## src/rtl/seq_divmod_unit.sv

```systemverilog
// Multi-cycle signed divide/modulo unit: restoring shift-subtract, one quotient
// bit per clock, with magnitude arithmetic and a final sign fix-up.
module seq_divmod_unit #(
    parameter int WIDTH = 32
) (
    input  logic             clk,
    input  logic             rst_n,
    input  logic             start,
    input  logic             is_div,
    input  logic             is_mod,
    input  logic [WIDTH-1:0] op_a,
    input  logic [WIDTH-1:0] op_b,
    output logic             busy,
    output logic             done,
    output logic [WIDTH-1:0] result,
    output logic             div_by_zero
);
    typedef enum logic [1:0] {IDLE, PREP, ITER, FIX} state_t;

    localparam int CW = $clog2(WIDTH + 1);
    localparam logic [CW-1:0] CNT_INIT = CW'(WIDTH);

    state_t state, state_next;
    logic [WIDTH-1:0] a_reg, b_reg, babs, quo, rem;
    logic [CW-1:0]    cnt;
    logic             mode_mod, sign_a, sign_b, dbz;
    logic             accept;
    logic [WIDTH:0]   rem_sh, trial;
    logic [WIDTH-1:0] q_fix, r_fix, res_next;

    assign accept = start && (is_div || is_mod);

    always_ff @(posedge clk) begin
        if (!rst_n) state <= IDLE;
        else        state <= state_next;
    end

    always_comb begin
        state_next = state;
        busy       = (state != IDLE);
        case (state)
            IDLE:    if (accept) state_next = PREP;
            PREP:    state_next = (b_reg == '0) ? FIX : ITER;
            ITER:    if (cnt == CW'(1)) state_next = FIX;
            FIX:     state_next = IDLE;
            default: state_next = IDLE;
        endcase
    end

    // Trial subtract one bit wider than the operands so the borrow is the sign.
    always_comb begin
        rem_sh   = {rem, quo[WIDTH-1]};
        trial    = rem_sh - {1'b0, babs};
        q_fix    = (sign_a ^ sign_b) ? -quo : quo;
        r_fix    = sign_a ? -rem : rem;
        res_next = dbz ? (mode_mod ? a_reg : '1) : (mode_mod ? r_fix : q_fix);
    end

    always_ff @(posedge clk) begin
        if (!rst_n) begin
            a_reg       <= '0;
            b_reg       <= '0;
            babs        <= '0;
            quo         <= '0;
            rem         <= '0;
            cnt         <= '0;
            mode_mod    <= 1'b0;
            sign_a      <= 1'b0;
            sign_b      <= 1'b0;
            dbz         <= 1'b0;
            done        <= 1'b0;
            result      <= '0;
            div_by_zero <= 1'b0;
        end else begin
            done <= (state == FIX);
            case (state)
                IDLE: if (accept) begin
                    a_reg    <= op_a;
                    b_reg    <= op_b;
                    mode_mod <= ~is_div;
                    sign_a   <= op_a[WIDTH-1];
                    sign_b   <= op_b[WIDTH-1];
                end
                PREP: begin
                    quo  <= sign_a ? -a_reg : a_reg;
                    babs <= sign_b ? -b_reg : b_reg;
                    rem  <= '0;
                    cnt  <= CNT_INIT;
                    dbz  <= (b_reg == '0);
                end
                ITER: begin
                    if (trial[WIDTH]) begin
                        rem <= rem_sh[WIDTH-1:0];
                        quo <= {quo[WIDTH-2:0], 1'b0};
                    end else begin
                        rem <= trial[WIDTH-1:0];
                        quo <= {quo[WIDTH-2:0], 1'b1};
                    end
                    cnt <= cnt - CW'(1);
                end
                FIX: begin
                    result      <= res_next;
                    div_by_zero <= dbz;
                end
                default: ;
            endcase
        end
    end
endmodule

```

## config.mk

```make
export PLATFORM = sky130hd
export DESIGN_NAME = seq_divmod_unit
export DESIGN_NICKNAME = d
export VERILOG_FILES = /design/src/rtl/seq_divmod_unit.sv
export SDC_FILE = /design/constraint.sdc
export NUM_CORES = 1
export LEC_CHECK = 0
export ABC_AREA = 0
export CORE_UTILIZATION = 54
export CTS_BUF_LIST = sky130_fd_sc_hd__clkbuf_4 sky130_fd_sc_hd__clkbuf_8
export DETAILED_ROUTE_END_ITERATION = 6
export GPL_ROUTABILITY_DRIVEN = 0
export PLACE_DENSITY = 0.82
export REMOVE_ABC_BUFFERS = 1
export SYNTH_ARGS = -nofsm -noshare
export SYNTH_HDL_FRONTEND = slang
export SYNTH_SLANG_ARGS = --single-unit
```

## constraint.sdc

```tcl
create_clock -name clk -period 4.18 [get_ports clk]
set_input_delay 0.418 -clock clk [delete_from_list [all_inputs] [get_ports clk]]
set_output_delay 0.418 -clock clk [all_outputs]
set_load 0.005 [all_outputs]
```

* Yosys cells after proc, flatten, opt, wreduce, memory -nomap -nowiden *
Index checks and enable logic that the tools add are counted.

word-level totals
  bits in registers = 206
  bits in latches = 0
  RAM bits = 0
  bits in read-only memories = 0
  input bits = 69
  output and inout bits = 35
  word-level logic and storage cells = 52
  memories = 0

cells by class
  add/sub/neg operators = 6
  multipliers = 0
  div/mod/pow operators = 0
  magnitude comparators = 0
  equality and inequality tests = 6
  shifts and indexed selects = 0
  multiplexer cells = 16
  bitwise operators = 2
  reductions and logical operators = 8

operator list
  cell                   number
  $mux W32               8
  $neg A32 Y32           4
  $pmux W32 S2           2
  $sub A33 B32 Y33       1
  $logic_not A32 Y1      1
  $pmux W6 S2            1
  $pmux W2 S4            1
  $eq A6 B1 Y1 const B   1
  $sub A6 B1 Y6 const B  1
  $eq A2 B2 Y1 const B   2
  $mux W2                2
  $ne A2 B2 Y1 const B   2
  $reduce_and A2 Y1      2
  $reduce_bool A2 Y1     2
  $eq A2 B1 Y1 const B   1
  $logic_not A2 Y1       1
  $mux W1                2
  $logic_and A1 B1 Y1    1
  $logic_or A1 B1 Y1     1
  $not A1 Y1             1
  $xor A1 B1 Y1          1

* Logic depth before layout (Yosys ltp) *
Gate-level depths: netlist of the first run.

  depth after elaboration = 4
  mapped depth = 14
  mapped depth without buffers = 13

* Worst setup path before layout of the first run *
No wires, ideal clock.

  path kind = reg2reg
  start = reg a_reg[6]
  end = reg quo[29]
  setup time = 0.087 ns
  arrival = 3.311 ns
  data required time = 4.093 ns
  slack = 0.782 ns
  cell stages (with the launch flop) = 11
  period minus slack after synthesis = 3.398 ns
  path through = dfxtp_1 -> or4_4 -> or3_4 -> or3_1 -> or2_4 -> or4_4 -> or4_4 -> o41ai_2 -> xnor2_1 -> nor2_1 -> o31ai_1

between the ends
  word-level cells in the longest chain between the ends = 3

RTL lines
  item                    RTL line  source
  start, declared         24        logic [WIDTH-1:0] a_reg, b_reg, babs, quo, rem;
  start signal, assigned  78        a_reg <= op_a;
  $neg A32 Y32            85        quo <= sign_a ? -a_reg : a_reg;
  $mux W32                85
  $pmux W32 S2            76        case (state)
  end signal, assigned    85
  end signal, assigned    94        quo <= {quo[WIDTH-2:0], 1'b0};
  end signal, assigned    97        quo <= {quo[WIDTH-2:0], 1'b1};
  end, declared           24

No other way between the ends.
A chain may end at the register's enable or synchronous reset.

* Final worst setup path of the first run *
Same ends and word-level chain as after synthesis.

==> impl_metrics.csv, run 1 <==
group,metric,value,unit
status,status,"completed",
pwr,p_int,5.05,mW
critical_path,rrSetupSlack,0.52,ns
critical_path,end_kind,"flop",
detailed_routing,drcViolationCount,0,
clock_tree,cts_hold_buf,0,
clock_tree,cts_resized,0,
timing,drv_slew,0,
pwr,power_frac_seq,30.2,%
grt,grt_pass1_wl,52700,um
clock_tree,htree_levels,2,
critical_path,crit_chain,"or4_4, or3_4, or3_1, or2_4, or4_4, or4_4, o41ai_2, xnor2_1, nor2_1, o31ai_1",
pwr,total_power,8.63,mW
critical_path,critPathMaxFanout,7,
clock_tree,clk_latency,0.53,ns
timing,hold_violations,0,
critical_path,max_stage_delay,0.57,ns
critical_path,worstSetupStartpointType,"flop",
synthesis,syn_avg_cell_area,7.86,sq um
critical_path,arrival,4.10,ns
pwr,clkPwrFrac,21.7,%
hold_path,hold_path_class,"in -> reg",
timing,worst_pin_slew,1.11,ns
timing,min_period,3.66,ns
pwr,switching_share,41.5,%
place,dp_hpwl,22400,um
synthesis,synth_top_family_by_area,"compound AO/OA/AOI/OAI gates",
place,port_buffers,103,
timing,slew_headroom,26.0,%
synthesis,synth_top_cell_area_share,31.5,%
clock_tree,numCtsBuffers,37,
critical_path,r2r-start,"a_reg[6]",
critical_path,crit_path_frequent_cell,"or4_4",
cells_and_area,drive_gt1_share,5.98,%
die,die_h,157,um
detailed_routing,totalWireLength,31900,um
synthesis,synthMuxAreaShare,5.27,%
place,dpl-instance-area,0.0142,sq mm
grt,grt_util_all_layers,26.1,%
timing,rsz0062_at_grt,"no",
clock_tree,postCtsSetupBuffers,0,
synthesis,synth_fa_ha_area_share,4.21,%
critical_path,crit_slowest_cell,"or4_4",
clock_tree,cts.sinks,204,
detailed_routing,vias,11900,
cells_and_area,design_area,0.0149,sq mm
die,num_rows,56,
critical_path,critPathRequiredTime,4.62,ns
die,dieArea,0.0246,sq mm
timing,setup_viol,0,
synthesis,yosys.area_share.xor_xnor,10.1,%
cells_and_area,areaGrowthSynthToFinish,14.9,%
cells_and_area,nFillCells,2014,
timing,clock.fmax,0.273,GHz
synthesis,synth-simple-area-share,19.9,%
grt,overflow,0,
pwr,peakVddDrop,0.000267,V
die,core,0.0235,sq mm
critical_path,worst_r2r_path_depth,10,
synthesis,synth_compound_gate_area_share,24.1,%
hold_path,hold_depth,2,
job,maxCapViolCount,0,
critical_path,r2r_end,"quo[29]",
cells_and_area,nNetsFinal,1812,
die,die_w,157,um
grt,grt_max_degree,101,
critical_path,path_buf_inv,0,
die,start_util,55.2,%
detailed_routing,final_antenna_net_count,0,
clock_tree,clockBufferDepth,3,
detailed_routing,viasPerCell,5.81,
pwr,p_sw,3.58,mW
hold_path,min_from,"rst_n",
synthesis,ys_ff_latch,204,
timing,clock_skew,0.0227,ns
timing,period_share,87.7,%
detailed_routing,wire_per_inst,15.6,um
detailed_routing,detail_route.iter0.violations,864,
detailed_routing,drtPass1Iterations,6,
cells_and_area,antennaDiodeCount,0,
die,ios,104,
grt,antenna_found_initial,0,
critical_path,cp_top_family,"simple AND/OR/NAND/NOR gates",
clock_tree,cts.reportedPaths.clkPinSlew,0.06,ns
pwr,power_frac_comb,48.0,%
hold_path,hold_end,"b_reg[26]",
synthesis,ys_seq_area_share,31.5,%
critical_path,criticalPathCategory,"reg -> reg",
pwr,powerDensity,580,mW/mm^2
clock_tree,cts_root_buffer,"clkbuf_8",
synthesis,synth_edf_count,0,
pwr,leakagePower,6.05,nW
synthesis,ys.flop_type,"dfxtp_1",
synthesis,synth_cell_type_count,59,
synthesis,synth_area_leaders,"dfxtp_1 32%, nand2_1 9.0%, xor2_1 6.2%",
synthesis,synthArstFlopShare,0,%
grt,grt_pass1_vias,10900,
clock_tree,cts_tree,"built",
synthesis,netlist_area,0.0129,sq mm
synthesis,synth.yosys.warnings,0,
synthesis,synthCells,1648,
synthesis,synth.largest_area_cell,"dfxtp_1",
==> cell type report <==
type	count	area, sq um	area share (%)
Multi-Input combinational cell	1276	8250	55.5
Sequential cell	204	4090	27.5
Timing Repair Buffer	122	1200	8.04
Clock buffer	58	704	4.74
Tap cell	319	399	2.68
Inverter	59	221	1.49
Clock inverter	3	15.0	0.101
==> cell usage after synthesis, drive strengths merged (9+ instances only) <==
cell	n
buf	21
ha	42
clkbuf	88
xor2	92
a21oi	64
mux2i	67
nand2b	28
o31ai	36
nand2	309
nor2b	48
a21boi	87
o221ai	17
nand3b	9
nor4	17
o211a	33
o21ai	140
o211ai	9
inv	59
o41ai	17
nor2	58
xnor2	57
dfxtp	204
a22o	12
or4	21
nand3	15
nor3	18
==> power by group through the flow <==
| stage | Combinational, mW | Clock (mW) | Sequential, mW |
|---|---|---|---|
| after floorplan | 3.08 | 0 | 2.58 |
| after global placement | 3.95 | 0 | 2.62 |
| after detailed placement | 4.08 | 0 | 2.64 |
| after CTS | 4.11 | 1.90 | 2.60 |
| after global routing | 4.58 | 2.00 | 2.65 |
| final | 4.15 | 1.88 | 2.61 |
==> kinds of logic (layout without fill, tap and decap cells) <==
logic type      count (synthesis)  in the layout
simple gates                  553            553
compound gates                463            463
flops                         204            204
buf+inv                       168            242
xor+xnor                      149            149
mux                            68             68
fa+ha+maj                      43             43
==> metal layers <==
layer  share of wire, %  wire length (um)  track usage (%)
met5                  0                 0                0
met4                2.7               872             9.06
met3                6.5              2080             3.99
met2                 46             14800             43.4
met1                 44             14200             34.2
==> worst max-delay path by stage <==
stage              end  cells past startpoint  slack [ns]     start
2_1_floorplan   rem[0]                     13       -0.28   quo[31]
3_3_place_gp   quo[29]                     10        0.66  a_reg[6]
3_5_place_dp   quo[29]                     10        0.55  a_reg[6]
4_1_cts        quo[29]                     10        0.50  a_reg[6]
5_1_grt        quo[29]                     10        0.36  a_reg[6]
6_report       quo[29]                     10        0.52  a_reg[6]
==> stage by stage <==
stage	setup slack [ns]	utilization (%)	hold slack [ns]	setup TNS (ns)	cells
2_1_floorplan	-0.275	-	0.435	-7.40	1539
3_3_place_gp	0.662	60.3	0.445	0	1980
3_5_place_dp	0.547	60.3	0.448	0	1980
4_1_cts	0.503	63.4	0.418	0	2041
5_1_grt	0.359	63.4	0.433	0	2041
6_report	0.516	63.4	0.425	0	2041
==> layout by cell type (no fill, tap or decap), types with 4 or more instances in the layout <==
master / instances
nand3b_1: 9
buf_4: 18
clkbuf_8: 43
a21boi_0: 87
mux2i_1: 67
xor2_1: 92
nand2_1: 309
nand3_1: 15
and3_1: 4
nor3_1: 18
nor2b_1: 48
clkdlybuf4s50_1: 102
o21ai_0: 137
a211oi_1: 6
ha_1: 39
o41ai_1: 16
or4_4: 5
nand4_1: 6
nor4_1: 17
nor2_1: 56
xnor2_1: 57
o211ai_1: 9
a21o_1: 7
o21a_1: 7
o221ai_1: 17
a21oi_1: 64
or4_1: 16
o21bai_1: 7
and2_1: 5
nand2b_1: 28
o22ai_1: 4
o31ai_1: 36
o211a_1: 33
dfxtp_1: 203
a22o_1: 12
clkbuf_4: 15
a31oi_1: 4
or3_1: 6
inv_1: 59
No activity file was read; power rests on OpenSTA's default activity.
==> run 2, diff against run 1 <==
CAP_MARGIN = 20   (was unset)
PLACE_DENSITY = 0.75   (was 0.82)
==> impl_metrics.csv, run 2 (synthesis results as in run 1) <==
group,metric,value,unit
critical_path,critPathRequiredTime,4.60,ns
cells_and_area,antennaDiodeCount,0,
critical_path,crit_chain,"or4_4, or3_4, or3_1, or2_4, or4_4, or4_4, o41ai_2, xnor2_1, nor2_1, o31ai_1",
detailed_routing,detail_route.iter0.violations,665,
cells_and_area,final_core_utilization,63.3,%
grt,grt_pass1_vias,10600,
timing,setup_viol,0,
die,die_h,157,um
grt,grt_util_all_layers,25.6,%
grt,grt_pass1_wl,51900,um
die,ios,104,
die,num_rows,56,
critical_path,r2r-start,"a_reg[6]",
detailed_routing,viasPerCell,5.66,
pwr,powerDensity,578,mW/mm^2
cells_and_area,layoutNonFillerInstCount,2035,
die,core,0.0235,sq mm
cells_and_area,mostFrequentLayoutCells,"309 x nand2_1, 203 x dfxtp_1, 137 x o21ai_0, 102 x clkdlybuf4s50_1, 92 x xor2_1",
clock_tree,htree_levels,2,
critical_path,crit_path_frequent_cell,"or4_4",
grt,antenna_found_initial,0,
critical_path,r2r_end,"quo[29]",
detailed_routing,vias,11500,
pwr,switching_share,41.0,%
timing,tns,0,ns
clock_tree,postCtsSetupBuffers,0,
critical_path,rrSetupSlack,0.53,ns
hold_path,hold_end,"cnt[5]",
clock_tree,cts.reportedPaths.clkPinSlew,0.06,ns
timing,drv_slew,0,
place,dp_hpwl,21900,um
place,dp.cells,1978,
critical_path,critPathMaxFanout,7,
die,start_util,55.2,%
critical_path,worstSetupStartpointType,"flop",
cells_and_area,layout_commonest_cell,"nand2_1",
status,status,"completed",
pwr,leakagePower,6.03,nW
clock_tree,cts_hold_buf,0,
grt,overflow,0,
clock_tree,numCtsBuffers,37,
clock_tree,clk_latency,0.52,ns
timing,min_period,3.65,ns
pwr,peakVddDrop,0.000375,V
detailed_routing,drtPass1Iterations,5,
critical_path,cp_top_family,"simple AND/OR/NAND/NOR gates",
cells_and_area,drive_gt1_share,5.77,%
timing,worst_pin_slew,1.02,ns
grt,grt_max_degree,69,
pwr,p_int,5.06,mW
job,maxCapViolCount,0,
critical_path,end_kind,"flop",
pwr,clkPwrFrac,21.9,%
clock_tree,cts_resized,0,
timing,period_share,87.4,%
place,dp_slack,0.558,ns
cells_and_area,nNetsFinal,1811,
die,dieArea,0.0246,sq mm
detailed_routing,drcViolationCount,0,
hold_path,hold_depth,3,
critical_path,max_stage_delay,0.57,ns
hold_path,hold_path_class,"in -> reg",
die,die_w,157,um
critical_path,arrival,4.07,ns
detailed_routing,totalWireLength,31300,um
timing,slew_headroom,32.0,%
timing,clock_skew,0.0190,ns
clock_tree,cts.sinks,204,
hold_path,min_from,"rst_n",
timing,hold_ws,0.294,ns
clock_tree,cts_tree,"built",
timing,setup_ws,0.528,ns
clock_tree,clockBufferDepth,3,
critical_path,criticalPathCategory,"reg -> reg",
pwr,power_frac_seq,30.3,%
detailed_routing,final_antenna_net_count,0,
timing,rsz0062_at_grt,"no",
place,port_buffers,103,
pwr,p_sw,3.52,mW
critical_path,crit_slowest_cell,"or4_4",
clock_tree,cts_root_buffer,"clkbuf_8",
detailed_routing,wire_per_inst,15.4,um
cells_and_area,areaGrowthSynthToFinish,14.8,%
pwr,power_frac_comb,47.8,%
timing,hold_violations,0,
timing,clock.fmax,0.274,GHz
critical_path,worst_r2r_path_depth,10,
critical_path,path_buf_inv,0,
-- run 2: changes by cell type in the layout (fill, tap and decap cells not counted), sizes merged --
cell / previous run / this run
bufinv: 0 / 1
buf: 20 / 19
clkbuf: 58 / 52
-- run 2: through the flow --
| stage | power, mW | area [sq um] |
|---|---|---|
| finish | 8.59 | 14900 |
| global route | 9.23 | 14900 |
| CTS | 8.60 | 14900 |
| detailed placement | 6.68 | 14100 |
| global placement | 6.56 | 14100 |
| floorplan | 5.67 | 12500 |
-- run 2: worst reg2reg max path: stages (launching register included) --
cell	delay (ns)
dfxtp_1	0.37
or4_4	0.57
or3_4	0.35
or3_1	0.38
or2_4	0.26
or4_4	0.45
or4_4	0.45
o41ai_2	0.25
xnor2_1	0.15
nor2_1	0.05
o31ai_1	0.26
-- run 2: metal layers --
layer / vias to the layer above / track usage, % / wire (um)
li1: 5860 / - / -
met1: 5279 / 35.4 / 14900
met2: 325 / 41.4 / 13900
met3: 56 / 3.16 / 1720
met4: 0 / 7.61 / 734
met5: - / 0 / 0
-- run 2: worst max-delay path by stage --
stage / start / end / slack [ns] / cells past startpoint
finish: a_reg[6] / quo[29] / 0.53 / 10
global route: quo[0] / result[30] / 0.39 / 12
CTS: a_reg[6] / quo[29] / 0.53 / 10
detailed placement: a_reg[6] / quo[29] / 0.56 / 10
global placement: a_reg[6] / quo[29] / 0.64 / 10
floorplan: quo[31] / rem[0] / -0.28 / 13
-- run 2: final cells by class --
type | instances | area [sq um]
clock inverter | 4 | 45.0
tap | 319 | 399
sequential | 204 | 4090
timing repair buffer | 121 | 1180
inverter | 59 | 221
fill | 2094 | 8610
clock buffer | 52 | 672
multi-input combinational | 1276 | 8260
-- run 2: power by group through the flow --
stage	clock (mW)	combinational [mW]	sequential (mW)
detailed placement	0	4.04	2.64
global route	2.01	4.57	2.65
CTS	1.92	4.08	2.60
floorplan	0	3.08	2.58
finish	1.88	4.10	2.60
global placement	0	3.94	2.62
==> run 3, diff against run 2 <==
CORE_UTILIZATION = 50   (was 54)
PLACE_DENSITY = 0.7   (was 0.75)
==> impl_metrics.csv, run 3 (synthesis results as in run 1) <==
group,metric,value,unit
job,maxCapViolCount,0,
place,dp_hpwl,22100,um
critical_path,criticalPathCategory,"reg -> reg",
die,num_rows,58,
status,status,"completed",
grt,grt_util_all_layers,24.0,%
clock_tree,cts.sinks,204,
die,ios,104,
grt,grt_pass1_vias,10500,
grt,antenna_found_initial,1,
detailed_routing,detail_route.iter0.violations,823,
cells_and_area,nNetsFinal,1815,
grt,overflow,0,
critical_path,critPathMaxFanout,7,
timing,setup_viol,0,
pwr,p_sw,3.55,mW
detailed_routing,vias,11400,
clock_tree,htree_levels,2,
clock_tree,cts_hold_buf,0,
cells_and_area,drive_gt1_share,6.15,%
timing,clock.fmax,0.276,GHz
cells_and_area,mostFrequentLayoutCells,"309 x nand2_1, 203 x dfxtp_1, 137 x o21ai_0, 102 x clkdlybuf4s50_1, 92 x xor2_1",
critical_path,critPathRequiredTime,4.63,ns
hold_path,hold_end,"cnt[2]",
critical_path,end_kind,"flop",
cells_and_area,antennaDiodeCount,0,
timing,min_period,3.62,ns
critical_path,crit_chain,"or4_4, or3_4, or3_1, or2_4, or4_4, or4_4, o41ai_2, xnor2_1, nor2_1, o31ai_1",
critical_path,worst_r2r_path_depth,10,
critical_path,r2r_end,"quo[29]",
critical_path,crit_slowest_cell,"or4_4",
pwr,switching_share,40.6,%
timing,tns,0,ns
pwr,p_int,5.19,mW
clock_tree,cts_resized,0,
clock_tree,numCtsBuffers,38,
pwr,leakagePower,6.09,nW
clock_tree,clockBufferDepth,3,
pwr,power_frac_comb,46.9,%
detailed_routing,final_antenna_net_count,0,
cells_and_area,areaGrowthSynthToFinish,15.6,%
detailed_routing,drcViolationCount,0,
die,die_h,163,um
pwr,clkPwrFrac,23.3,%
detailed_routing,drtPass1Iterations,5,
timing,rsz0062_at_grt,"no",
die,start_util,51.1,%
clock_tree,cts_tree,"built",
place,port_buffers,103,
pwr,total_power,8.74,mW
timing,hold_violations,0,
critical_path,worstSetupStartpointType,"flop",
clock_tree,cts.reportedPaths.clkPinSlew,0.06,ns
detailed_routing,totalWireLength,31400,um
timing,clock_skew,0.0331,ns
hold_path,hold_path_class,"in -> reg",
timing,worst_pin_slew,0.784,ns
pwr,power_frac_seq,29.7,%
timing,drv_slew,0,
critical_path,r2r-start,"a_reg[6]",
critical_path,crit_path_frequent_cell,"or4_4",
critical_path,arrival,4.07,ns
grt,grt_max_degree,70,
die,die_w,163,um
hold_path,min_from,"rst_n",
timing,slew_headroom,47.1,%
clock_tree,clk_latency,0.55,ns
cells_and_area,layout_commonest_cell,"nand2_1",
timing,period_share,86.7,%
grt,grt_pass1_wl,52700,um
hold_path,hold_depth,2,
critical_path,rrSetupSlack,0.56,ns
clock_tree,postCtsSetupBuffers,0,
die,core,0.0253,sq mm
clock_tree,cts_root_buffer,"clkbuf_8",
detailed_routing,viasPerCell,5.55,
die,dieArea,0.0265,sq mm
pwr,powerDensity,584,mW/mm^2
critical_path,max_stage_delay,0.57,ns
detailed_routing,wire_per_inst,15.3,um
pwr,peakVddDrop,0.000294,V
## run 3: per-stage QoR
step | instances | setup slack [ns] | utilization (%) | hold WS [ns] | area (sq um)
final | 2054 | 0.557 | 59.1 | 0.269 | 15000
after global routing | 2054 | 0.383 | 59.1 | 0.274 | 15000
after CTS | 2053 | 0.554 | 59.1 | 0.246 | 15000
after detailed placement | 1992 | 0.597 | 55.9 | 0.448 | 14200
after global placement | 1991 | 0.630 | 55.9 | 0.442 | 14100
after floorplan | 1539 | -0.275 | - | 0.435 | 12500
## run 3: final cells by class
| class | count | area, sq um |
|---|---|---|
| Fill cell | 2312 | 10400 |
| Multi-Input combinational cell | 1276 | 8260 |
| Sequential cell | 204 | 4090 |
| Timing Repair Buffer | 124 | 1190 |
| Clock buffer | 59 | 762 |
| Tap cell | 330 | 413 |
| Inverter | 59 | 221 |
| Clock inverter | 2 | 35.0 |
## run 3: worst max path at each step
| stage | slack (ns) | startpoint | to |
|---|---|---|---|
| after floorplan | -0.28 | quo[31] | rem[0] |
| after global placement | 0.63 | a_reg[6] | quo[29] |
| after detailed placement | 0.60 | a_reg[6] | quo[29] |
| after CTS | 0.55 | a_reg[6] | quo[29] |
| after global routing | 0.38 | a_reg[6] | quo[29] |
| final | 0.56 | a_reg[6] | quo[29] |
## run 3: routing by layer
layer | global-route usage [%] | up-vias | wire [um]
met2 | 37.5 | 298 | 13800
met5 | 0 | - | 0
met4 | 8.07 | 0 | 625
li1 | - | 5877 | -
met1 | 33.4 | 5194 | 15300
met3 | 3.67 | 36 | 1770
## run 3: critical path: cells and delay by family (launching register included)
kind	cells	cell delay, ns
and+or+nand+nor	7	2.52
AOI/OAI and AO/OA	2	0.50
DFF	1	0.37
xor gates and xnor gates	1	0.15
## run 3: power by group through the flow
stage	combinational, mW	sequential (mW)	clock [mW]
floorplan	3.08	2.58	0
global placement	4.01	2.62	0
detailed placement	4.07	2.63	0
CTS	4.10	2.59	2.09
global route	4.57	2.65	2.17
finish	4.10	2.60	2.04
